[src/rtl/ua_transmit_if.sv]
// Byte-in / serial-out handshake bundle for the UART transmitter.
// The master drives bytes in, and the slave reports readiness, the line and Busy.
interface ua_transmit_if;
  logic [7:0] DataIn;
  logic       DataInValid;
  logic       DataInReady;
  logic       SOut;
  logic       Busy;

  modport master (
    output DataIn,
    output DataInValid,
    input  DataInReady,
    input  SOut,
    input  Busy
  );

  modport slave (
    input  DataIn,
    input  DataInValid,
    output DataInReady,
    output SOut,
    output Busy
  );
endinterface

[src/rtl/ua_transmit.sv]
// UART transmitter: a small byte FIFO feeds an 8N1 shift register.
// Back-to-back frames are sent with no idle gap between them.
module ua_transmit #(
  parameter int ClockFreq = 100_000_000,
  parameter int BaudRate  = 115_200,
  parameter int FifoDepth = 4
) (
  input  logic          Clock,
  input  logic          Reset,
  ua_transmit_if.slave  tx
);

  localparam int BitTime = ClockFreq / BaudRate;
  localparam int CntW    = (BitTime > 1) ? $clog2(BitTime) : 1;
  localparam int PtrW    = $clog2(FifoDepth);
  localparam logic [CntW-1:0] TermCnt = CntW'(BitTime - 1);

  typedef enum logic {IDLE, SEND} state_t;

  state_t          r_State;
  state_t          w_NextState;
  logic [7:0]      r_Fifo [FifoDepth];
  logic [PtrW:0]   r_WrPtr;
  logic [PtrW:0]   r_RdPtr;
  logic [CntW-1:0] r_BitTmr;
  logic [3:0]      r_BitCnt;
  logic [9:0]      r_Shift;
  logic            r_SOut;

  logic w_Empty;
  logic w_Full;
  logic w_Ready;
  logic w_Push;
  logic w_Tick;
  logic w_LastBit;
  logic w_Load;
  logic w_ShiftEn;

  // Extra pointer MSB tells full from empty when the indices match.
  assign w_Empty = (r_WrPtr == r_RdPtr);
  assign w_Full  = (r_WrPtr[PtrW] != r_RdPtr[PtrW]) &&
                   (r_WrPtr[PtrW-1:0] == r_RdPtr[PtrW-1:0]);

  assign w_Ready   = !w_Full && !Reset;
  assign w_Push    = tx.DataInValid && w_Ready;
  assign w_Tick    = (r_BitTmr == TermCnt);
  assign w_LastBit = (r_BitCnt == 4'd1);

  assign tx.DataInReady = w_Ready;
  assign tx.SOut        = r_SOut;
  assign tx.Busy        = (r_State == SEND) || !w_Empty;

  always_ff @(posedge Clock) begin
    if (Reset) begin
      r_State <= IDLE;
    end else begin
      r_State <= w_NextState;
    end
  end

  always_comb begin
    w_NextState = r_State;
    unique case (r_State)
      IDLE: begin
        if (!w_Empty) begin
          w_NextState = SEND;
        end
      end
      SEND: begin
        if (w_Tick && w_LastBit && w_Empty) begin
          w_NextState = IDLE;
        end
      end
      default: w_NextState = IDLE;
    endcase
  end

  always_comb begin
    w_Load    = 1'b0;
    w_ShiftEn = 1'b0;
    unique case (r_State)
      IDLE: begin
        w_Load = !w_Empty;
      end
      SEND: begin
        if (w_Tick) begin
          if (w_LastBit) begin
            w_Load = !w_Empty;
          end else begin
            w_ShiftEn = 1'b1;
          end
        end
      end
      default: begin
        w_Load    = 1'b0;
        w_ShiftEn = 1'b0;
      end
    endcase
  end

  always_ff @(posedge Clock) begin
    if (w_Push) begin
      r_Fifo[r_WrPtr[PtrW-1:0]] <= tx.DataIn;
    end
  end

  always_ff @(posedge Clock) begin
    if (Reset) begin
      r_WrPtr  <= '0;
      r_RdPtr  <= '0;
      r_BitTmr <= '0;
      r_BitCnt <= '0;
      r_Shift  <= '1;
      r_SOut   <= 1'b1;
    end else begin
      if (w_Push) begin
        r_WrPtr <= r_WrPtr + 1'b1;
      end
      if (w_Load) begin
        r_RdPtr <= r_RdPtr + 1'b1;
      end
      if (w_Load) begin
        r_Shift  <= {1'b1, r_Fifo[r_RdPtr[PtrW-1:0]], 1'b0};
        r_BitTmr <= '0;
        r_BitCnt <= 4'd10;
      end else if (r_State == SEND) begin
        r_BitTmr <= w_Tick ? '0 : r_BitTmr + 1'b1;
        if (w_ShiftEn) begin
          r_Shift  <= {1'b1, r_Shift[9:1]};
          r_BitCnt <= r_BitCnt - 4'd1;
        end
      end
      // Line follows the shifter one cycle behind, idle high.
      r_SOut <= (r_State == SEND) ? r_Shift[0] : 1'b1;
    end
  end

endmodule

[src/flat_wrapper.sv]
// flat-port wrapper written by rule: the top's interface ports become plain ports
module ua_transmit_flat 
#(
  parameter int ClockFreq = 100_000_000,
  parameter int BaudRate  = 115_200,
  parameter int FifoDepth = 4
)
  (Clock, Reset, tx_DataIn, tx_DataInValid, tx_DataInReady, tx_SOut, tx_Busy);
  ua_transmit_if tx_i ();
  input  logic Clock;
  input  logic Reset;
  input wire logic [$bits(tx_i.DataIn)-1:0] tx_DataIn;
  input wire logic [$bits(tx_i.DataInValid)-1:0] tx_DataInValid;
  output wire logic [$bits(tx_i.DataInReady)-1:0] tx_DataInReady;
  output wire logic [$bits(tx_i.SOut)-1:0] tx_SOut;
  output wire logic [$bits(tx_i.Busy)-1:0] tx_Busy;
  assign tx_i.DataIn = tx_DataIn;
  assign tx_i.DataInValid = tx_DataInValid;
  assign tx_DataInReady = tx_i.DataInReady;
  assign tx_SOut = tx_i.SOut;
  assign tx_Busy = tx_i.Busy;
  ua_transmit #(.ClockFreq(ClockFreq), .BaudRate(BaudRate), .FifoDepth(FifoDepth)) u_core (.Clock(Clock), .Reset(Reset), .tx(tx_i));
endmodule
[config.mk]
export PLATFORM = sky130hd
export DESIGN_NAME = ua_transmit_flat
export DESIGN_NICKNAME = d
export VERILOG_FILES = /design/src/rtl/ua_transmit_if.sv /design/src/rtl/ua_transmit.sv /design/src/flat_wrapper.sv
export SDC_FILE = /design/constraint.sdc
export NUM_CORES = 1
export LEC_CHECK = 0
export BUFFER_PORTS_ARGS = -buffer_cell sky130_fd_sc_hd__buf_2
export CAP_MARGIN = 20
export CORE_MARGIN = 2
export CORE_UTILIZATION = 60
export CTS_BUF_LIST = sky130_fd_sc_hd__clkbuf_8
export CTS_CLUSTER_SIZE = 10
export DETAILED_ROUTE_END_ITERATION = 10
export PLACE_DENSITY = 0.89
export SYNTH_ARGS = -nofsm -noshare
export SYNTH_HDL_FRONTEND = slang
export SYNTH_SLANG_ARGS = --single-unit
[constraint.sdc]
create_clock -name Clock -period 3.9 [get_ports Clock]
set_clock_uncertainty 0.1 [all_clocks]
set_input_delay 0.39 -clock Clock [delete_from_list [all_inputs] [get_ports Clock]]
set_output_delay 0.39 -clock Clock [all_outputs]
set_load 0.03 [all_outputs]
# Yosys cells after proc, flatten, opt, wreduce, memory -nomap -nowiden

Memories as Yosys holds them, arrays and structs flattened. A register that Yosys moved wholly into a read port is not among the register bits.
Cells that the tools add are included.

Flip-flop bits (word level): 31
RAM bits: 32
Bits of input ports: 11
Output and inout bits: 3
Word-level logic and storage cells: 54
Memories kept: 1

$add $sub $neg: 4
Eq/ne operators: 5
Multiplexer cells: 20
Bitwise gates (word level): 1
Reduce and logical (&&, ||, !) cells: 15

Memories:

| memory        | words | width | rd ports | clocked after Yosys merged registers in | wr ports | line              | text |
|---|---|---|---|---|---|---|---|
| u_core.r_Fifo | 4     | 8     | 1        | 1                                       | 1        | ua_transmit.sv:22 | `logic [7:0] r_Fifo [FifoDepth];` |

Operator list:

| cell                                                                   | count |
|---|---|
| 9-bit two-way mux                                                      | 3 |
| 4-bit two-way mux                                                      | 3 |
| 10-bit by 1-bit adder with 10-bit output (second input constant)       | 1 |
| 10-bit equality test (second input constant)                           | 1 |
| 10-bit two-way mux                                                     | 1 |
| 1-bit two-way mux                                                      | 9 |
| 3-bit by 1-bit adder with 3-bit output (second input constant)         | 2 |
| 1-bit logical AND                                                      | 5 |
| 4-bit by 1-bit equality test with 1-bit output (second input constant) | 1 |
| 2-bit two-way mux                                                      | 2 |
| 1-bit case mux with 2 select lines                                     | 2 |
| 2-bit AND reduction                                                    | 2 |
| 2-bit nonzero test                                                     | 2 |
| 2-bit OR reduction                                                     | 2 |
| 4-bit by 1-bit subtractor with 4-bit output (second input constant)    | 1 |
| 3-bit equality test                                                    | 1 |
| 1-bit logical NOT                                                      | 3 |
| 2-bit equality test                                                    | 1 |
| 1-bit logical OR                                                       | 1 |
| 1-bit inequality test                                                  | 1 |
| 1-bit inverter                                                         | 1 |

# Logic depth before layout (Yosys ltp)

Depth in word-level cells: 7
Gate-level depth with buffers: 8
Gate-level depth less buffers: 6

# Worst setup path before layout

No wires, ideal clock.

Kind: reg-to-reg
Start point: reg u_core.r_BitCnt[1]
End point: reg u_core.r_Shift[3]
Library setup time: 126 ps
Arrival: 1942 ps
Data required time: 3674 ps
Path slack: 1733 ps
Stages on the path, launching flop included: 9
Buffers on the path: 2
Clock period less this slack: 2167 ps
Path through: dfxtp_1 -> inv_1 -> ha_1 -> or3b_2 -> clkbuf_1 -> o41a_1 -> buf_2 -> nor4_1 -> a21oi_1

Word-level cells in the longest chain between the ends: 6
Elaborated cells between the ends (all ways): 11
Classes of those cells: eq/ne (1); mux (7); reduce/logical (3)

Ends and longest elaborated chain:

| item                                                                           | line               | text |
|---|---|---|
| start: declaration                                                             | ua_transmit.sv:26  | `logic [3:0] r_BitCnt;` |
| start signal: assignment                                                       | ua_transmit.sv:130 | `r_BitCnt <= r_BitCnt - 4'd1;` |
| 4-bit by 1-bit equality test with 1-bit output (*)                             | ua_transmit.sv:47  | `assign w_LastBit = (r_BitCnt == 4'd1);` |
| 1-bit two-way mux                                                              | ua_transmit.sv:87  | `if (w_LastBit) begin` |
| 1-bit two-way mux                                                              | ua_transmit.sv:86  | `if (w_Tick) begin` |
| 1-bit case mux with 2 select lines / 1-bit two-way mux (equally long branches) | ua_transmit.sv:81  | `unique case (r_State)` |
| 2-bit nonzero test (no source line)                                            | --                 |  |
| 2-bit AND reduction (no source line)                                           | --                 |  |
| end signal: assignment                                                         | ua_transmit.sv:123 | `r_Shift <= {1'b1, r_Fifo[r_RdPtr[PtrW-1:0]], 1'b0};` |
| end signal: assignment                                                         | ua_transmit.sv:129 | `r_Shift <= {1'b1, r_Shift[9:1]};` |
| end: declaration                                                               | ua_transmit.sv:27  | `logic [9:0] r_Shift;` |

Mark *: on every way between the ends. The rest lies on a longest branch, timed or not.
A chain may end at the register's enable or synchronous reset.

# Worst setup path after layout

Start point: reg u_core.r_State
End point: reg u_core.r_BitCnt[3]

Word-level cells in the longest chain between the ends: 4
Elaborated cells between the ends (all ways): 7
Classes of those cells: mux (3); bitwise (1); reduce/logical (3)

Ends and longest elaborated chain:

| item                                 | line              | text |
|---|---|---|
| start: declaration                   | ua_transmit.sv:20 | `state_t r_State;` |
| start signal: assignment             | ua_transmit.sv:57 | `r_State <= w_NextState;` |
| 1-bit inverter (no source line)      | --                |  |
| 1-bit case mux with 2 select lines   | ua_transmit.sv:81 |  |
| 2-bit nonzero test (no source line)  | --                |  |
| 2-bit AND reduction (no source line) | --                |  |

Several ways; a longest one is shown, not always the timed one.

==> results_dict.tcl <==
set metrics [dict create \
    final_common_cell "dfxtp_1" \
    holdPathEnd "u_core.r_Fifo[3][3]" \
    path_class "flop to flop" \
    worstHoldStart "tx_DataIn[3]" \
    crit_path_top_delay_cell "dfxtp_1" \
    slew_viol_final 0 \
    syn-cell-area_um2 2850 \
    met2_usage_pct 37.3 \
    grt-busiest-layer "met2" \
    gr-total-overflow 0 \
    clk_pin_slew_ns 0.07 \
    track_usage_pct 22.0 \
    ant_nets 0 \
    yosysSeqAreaShare_pct 56.8 \
    gp_congestion 0.819 \
    place_area_um2 2940 \
    cap_violations 0 \
    dp.cells 288 \
    core.rowCount 25 \
    cp-end-kind "flop" \
    rr_worst_depth 4 \
    rsz0062_at_grt "no" \
    clk_latency_ns 0.35 \
    min_period_ns 2.42 \
    synth_seq_cells 65 \
    vias 1825 \
    finalCritPeriodShare_pct 62.1 \
    synth.net_count 253 \
    hold_depth 1 \
    cts_buffers 9 \
    worst_path_dominant_cell_family "simple AND/OR/NAND/NOR gates" \
    drt-vias-per-instance 6.00 \
    fill_cells 323 \
    irDropWorstVdd_v 0.000400 \
    r2r_slack_ns 1.48 \
    grt_first_pass_wirelength_mm 8.55 \
    grt_pass1_vias 1820 \
    timing.rr.end "u_core.r_BitCnt[3]" \
    path_max_fanout 21 \
    die_h_um 73.0 \
    stdcell_count 304 \
    final_area_um2 3110 \
    area_growth_pct 9.03 \
    tns_ns 0 \
    power_density_nw_per_um2 570 \
    start_util_pct 61.2 \
    rr_startpoint "u_core.r_State" \
    required_ns 4.05 \
    synthDistinctLibCells 45 \
    ctsHtreeMaxLevel 3 \
    cts_tree "built" \
    hpwl_mm 3.31 \
    pin_count 14 \
    cts_resized 0 \
    tightestPinTransition_ns 0.756 \
    synth_warnings 0 \
    drt-initial-drc-count 127 \
    async_reset_ff_share_pct 0 \
    design.die.area_um2 5320 \
    outcome "finished clean" \
    path_buf_inv 0 \
    syn_area_per_cell_um2 12.2 \
    routed_wl_mm 5.06 \
    port_buffers 13 \
    cts_hold_buf 0 \
    clock-sinks 65 \
    synth_edf_count 32 \
    antenna_found_initial 0 \
    cts_buffer_depth 2 \
    cp_cell_sequence "and3b_1, nand4_1, or4_1, o311ai_1" \
    post-cts-setup-buffers 0 \
    final-hold-violation-count 0 \
    hold_class "input pin to flop" \
    finalSetupViolCount 0 \
    diodes 0 \
    route.detailed.drc 0 \
    drive_gt1_share_pct 16.8 \
    grtUsageMet1_pct 25.9 \
    maxSlewHeadroom_pct 49.2 \
    critPathMaxStageDelay_ns 0.73 \
    p_leak_nw 1.07 \
    fp.dieW_um 73.0 \
    post_drt_wl_per_cell_um 16.6 \
    critical_path_arrival_ns 2.58 \
    grt_max_degree 35 \
    cp-start-kind "flop" \
    coreArea_um2 4660 \
    layout.nets 264 \
    ys.flop_type "dfxtp_1" \
    cts_root_buf "clkbuf_8" \
    final_cell_mix "dfxtp_1 (33), edfxtp_1 (32), nor2_1 (17)" \
    met3_usage_pct 8.98 \
    fmax_mhz 413 \
    synth_cells 234 \
    drtPass1Iterations 4 \
]
## where the power goes
part	switching [mW]	leakage (nW)	internal, mW	total (mW)
registers	0.0962	0.560	0.804	0.900
clock network	0.268	0.0920	0.235	0.503
logic	0.216	0.420	0.154	0.371
## synthesized netlist by cell type (2+ instances only)
| cell type | number | area (µm²) |
|---|---|---|
| nor4_1 | 7 | 43.8 |
| edfxtp_1 | 32 | 961 |
| a221oi_1 | 7 | 61.3 |
| dfxtp_1 | 33 | 661 |
| nand2b_1 | 2 | 12.5 |
| ha_1 | 8 | 100 |
| a31oi_1 | 3 | 18.8 |
| a311oi_1 | 2 | 17.5 |
| xnor2_1 | 11 | 96.3 |
| a211oi_1 | 2 | 15.0 |
| nand2_1 | 8 | 30.0 |
| nand4_1 | 5 | 31.3 |
| nand3_1 | 4 | 20.0 |
| o211ai_1 | 3 | 22.5 |
| nor2_1 | 17 | 63.8 |
| buf_1 | 2 | 7.51 |
| clkbuf_1 | 9 | 33.8 |
| xor2_1 | 4 | 35.0 |
| nor4b_1 | 2 | 17.5 |
| o21ai_0 | 5 | 25.0 |
| mux4_2 | 8 | 180 |
| nor3_1 | 6 | 30.0 |
| nor2b_1 | 2 | 12.5 |
| or3_1 | 3 | 18.8 |
| inv_1 | 10 | 37.5 |
| buf_2 | 2 | 10.0 |
| and3_1 | 2 | 12.5 |
| and4_1 | 6 | 52.6 |
| a21oi_1 | 10 | 50.1 |
| and2_1 | 4 | 25.0 |
## logic make-up after synthesis
family,synth area share (%)
simple gates,15.1
flops,56.8
compound gates,10.2
buf+inv,3.11
xor+xnor,4.60
mux,6.66
fa+ha+maj,3.51
## area by class of cell
type	count	area, µm²	area share [%]
Clock buffer	9	124	3.98
Multi-Input combinational cell	146	1140	36.8
Timing Repair Buffer	13	65.1	2.09
Clock inverter	7	52.6	1.69
Sequential cell	65	1620	52.1
Inverter	10	37.5	1.21
Tap cell	54	67.6	2.17
## per-stage QoR
step | power, mW | worst slack, ns | utilization, % | hold slack, ns
2_1_floorplan | 1.19 | 1.73 | - | 0.320
3_3_place_gp | 1.26 | 1.57 | 63.0 | 0.361
3_5_place_dp | 1.28 | 1.50 | 63.0 | 0.349
4_1_cts | 1.79 | 1.47 | 66.8 | 0.135
5_1_grt | 1.88 | 1.09 | 66.8 | 0.136
6_report | 1.77 | 1.48 | 66.8 | 0.156
## state kept, by name, summed over array words and instances, names as in the netlist, named ones only
register / count
u_core.r_BitCnt: 4
u_core.r_BitTmr: 10
u_core.r_Fifo: 32
u_core.r_RdPtr: 3
u_core.r_Shift: 9
u_core.r_State: 1
u_core.r_WrPtr: 3
u_core.tx.SOut: 1
## how the worst max path moves through the flow
stage          slack [ns]                 end  cells past startpoint          startpoint
2_1_floorplan        1.73   u_core.r_Shift[3]                      8  u_core.r_BitCnt[1]
3_3_place_gp         1.57  u_core.r_BitCnt[3]                      4      u_core.r_State
3_5_place_dp         1.50  u_core.r_BitCnt[2]                      4      u_core.r_State
4_1_cts              1.47  u_core.r_BitCnt[3]                      4      u_core.r_State
5_1_grt              1.09  u_core.r_BitCnt[3]                      4  u_core.r_BitTmr[2]
6_report             1.48  u_core.r_BitCnt[3]                      4      u_core.r_State
## per-layer routing
metal	vias to the layer above	part of all wire [%]
met4	0	0.61
met5	-	0
met1	881	43
met3	6	4.2
met2	31	52
li1	907	-
Note: power is estimated with default switching activity, not from simulation.
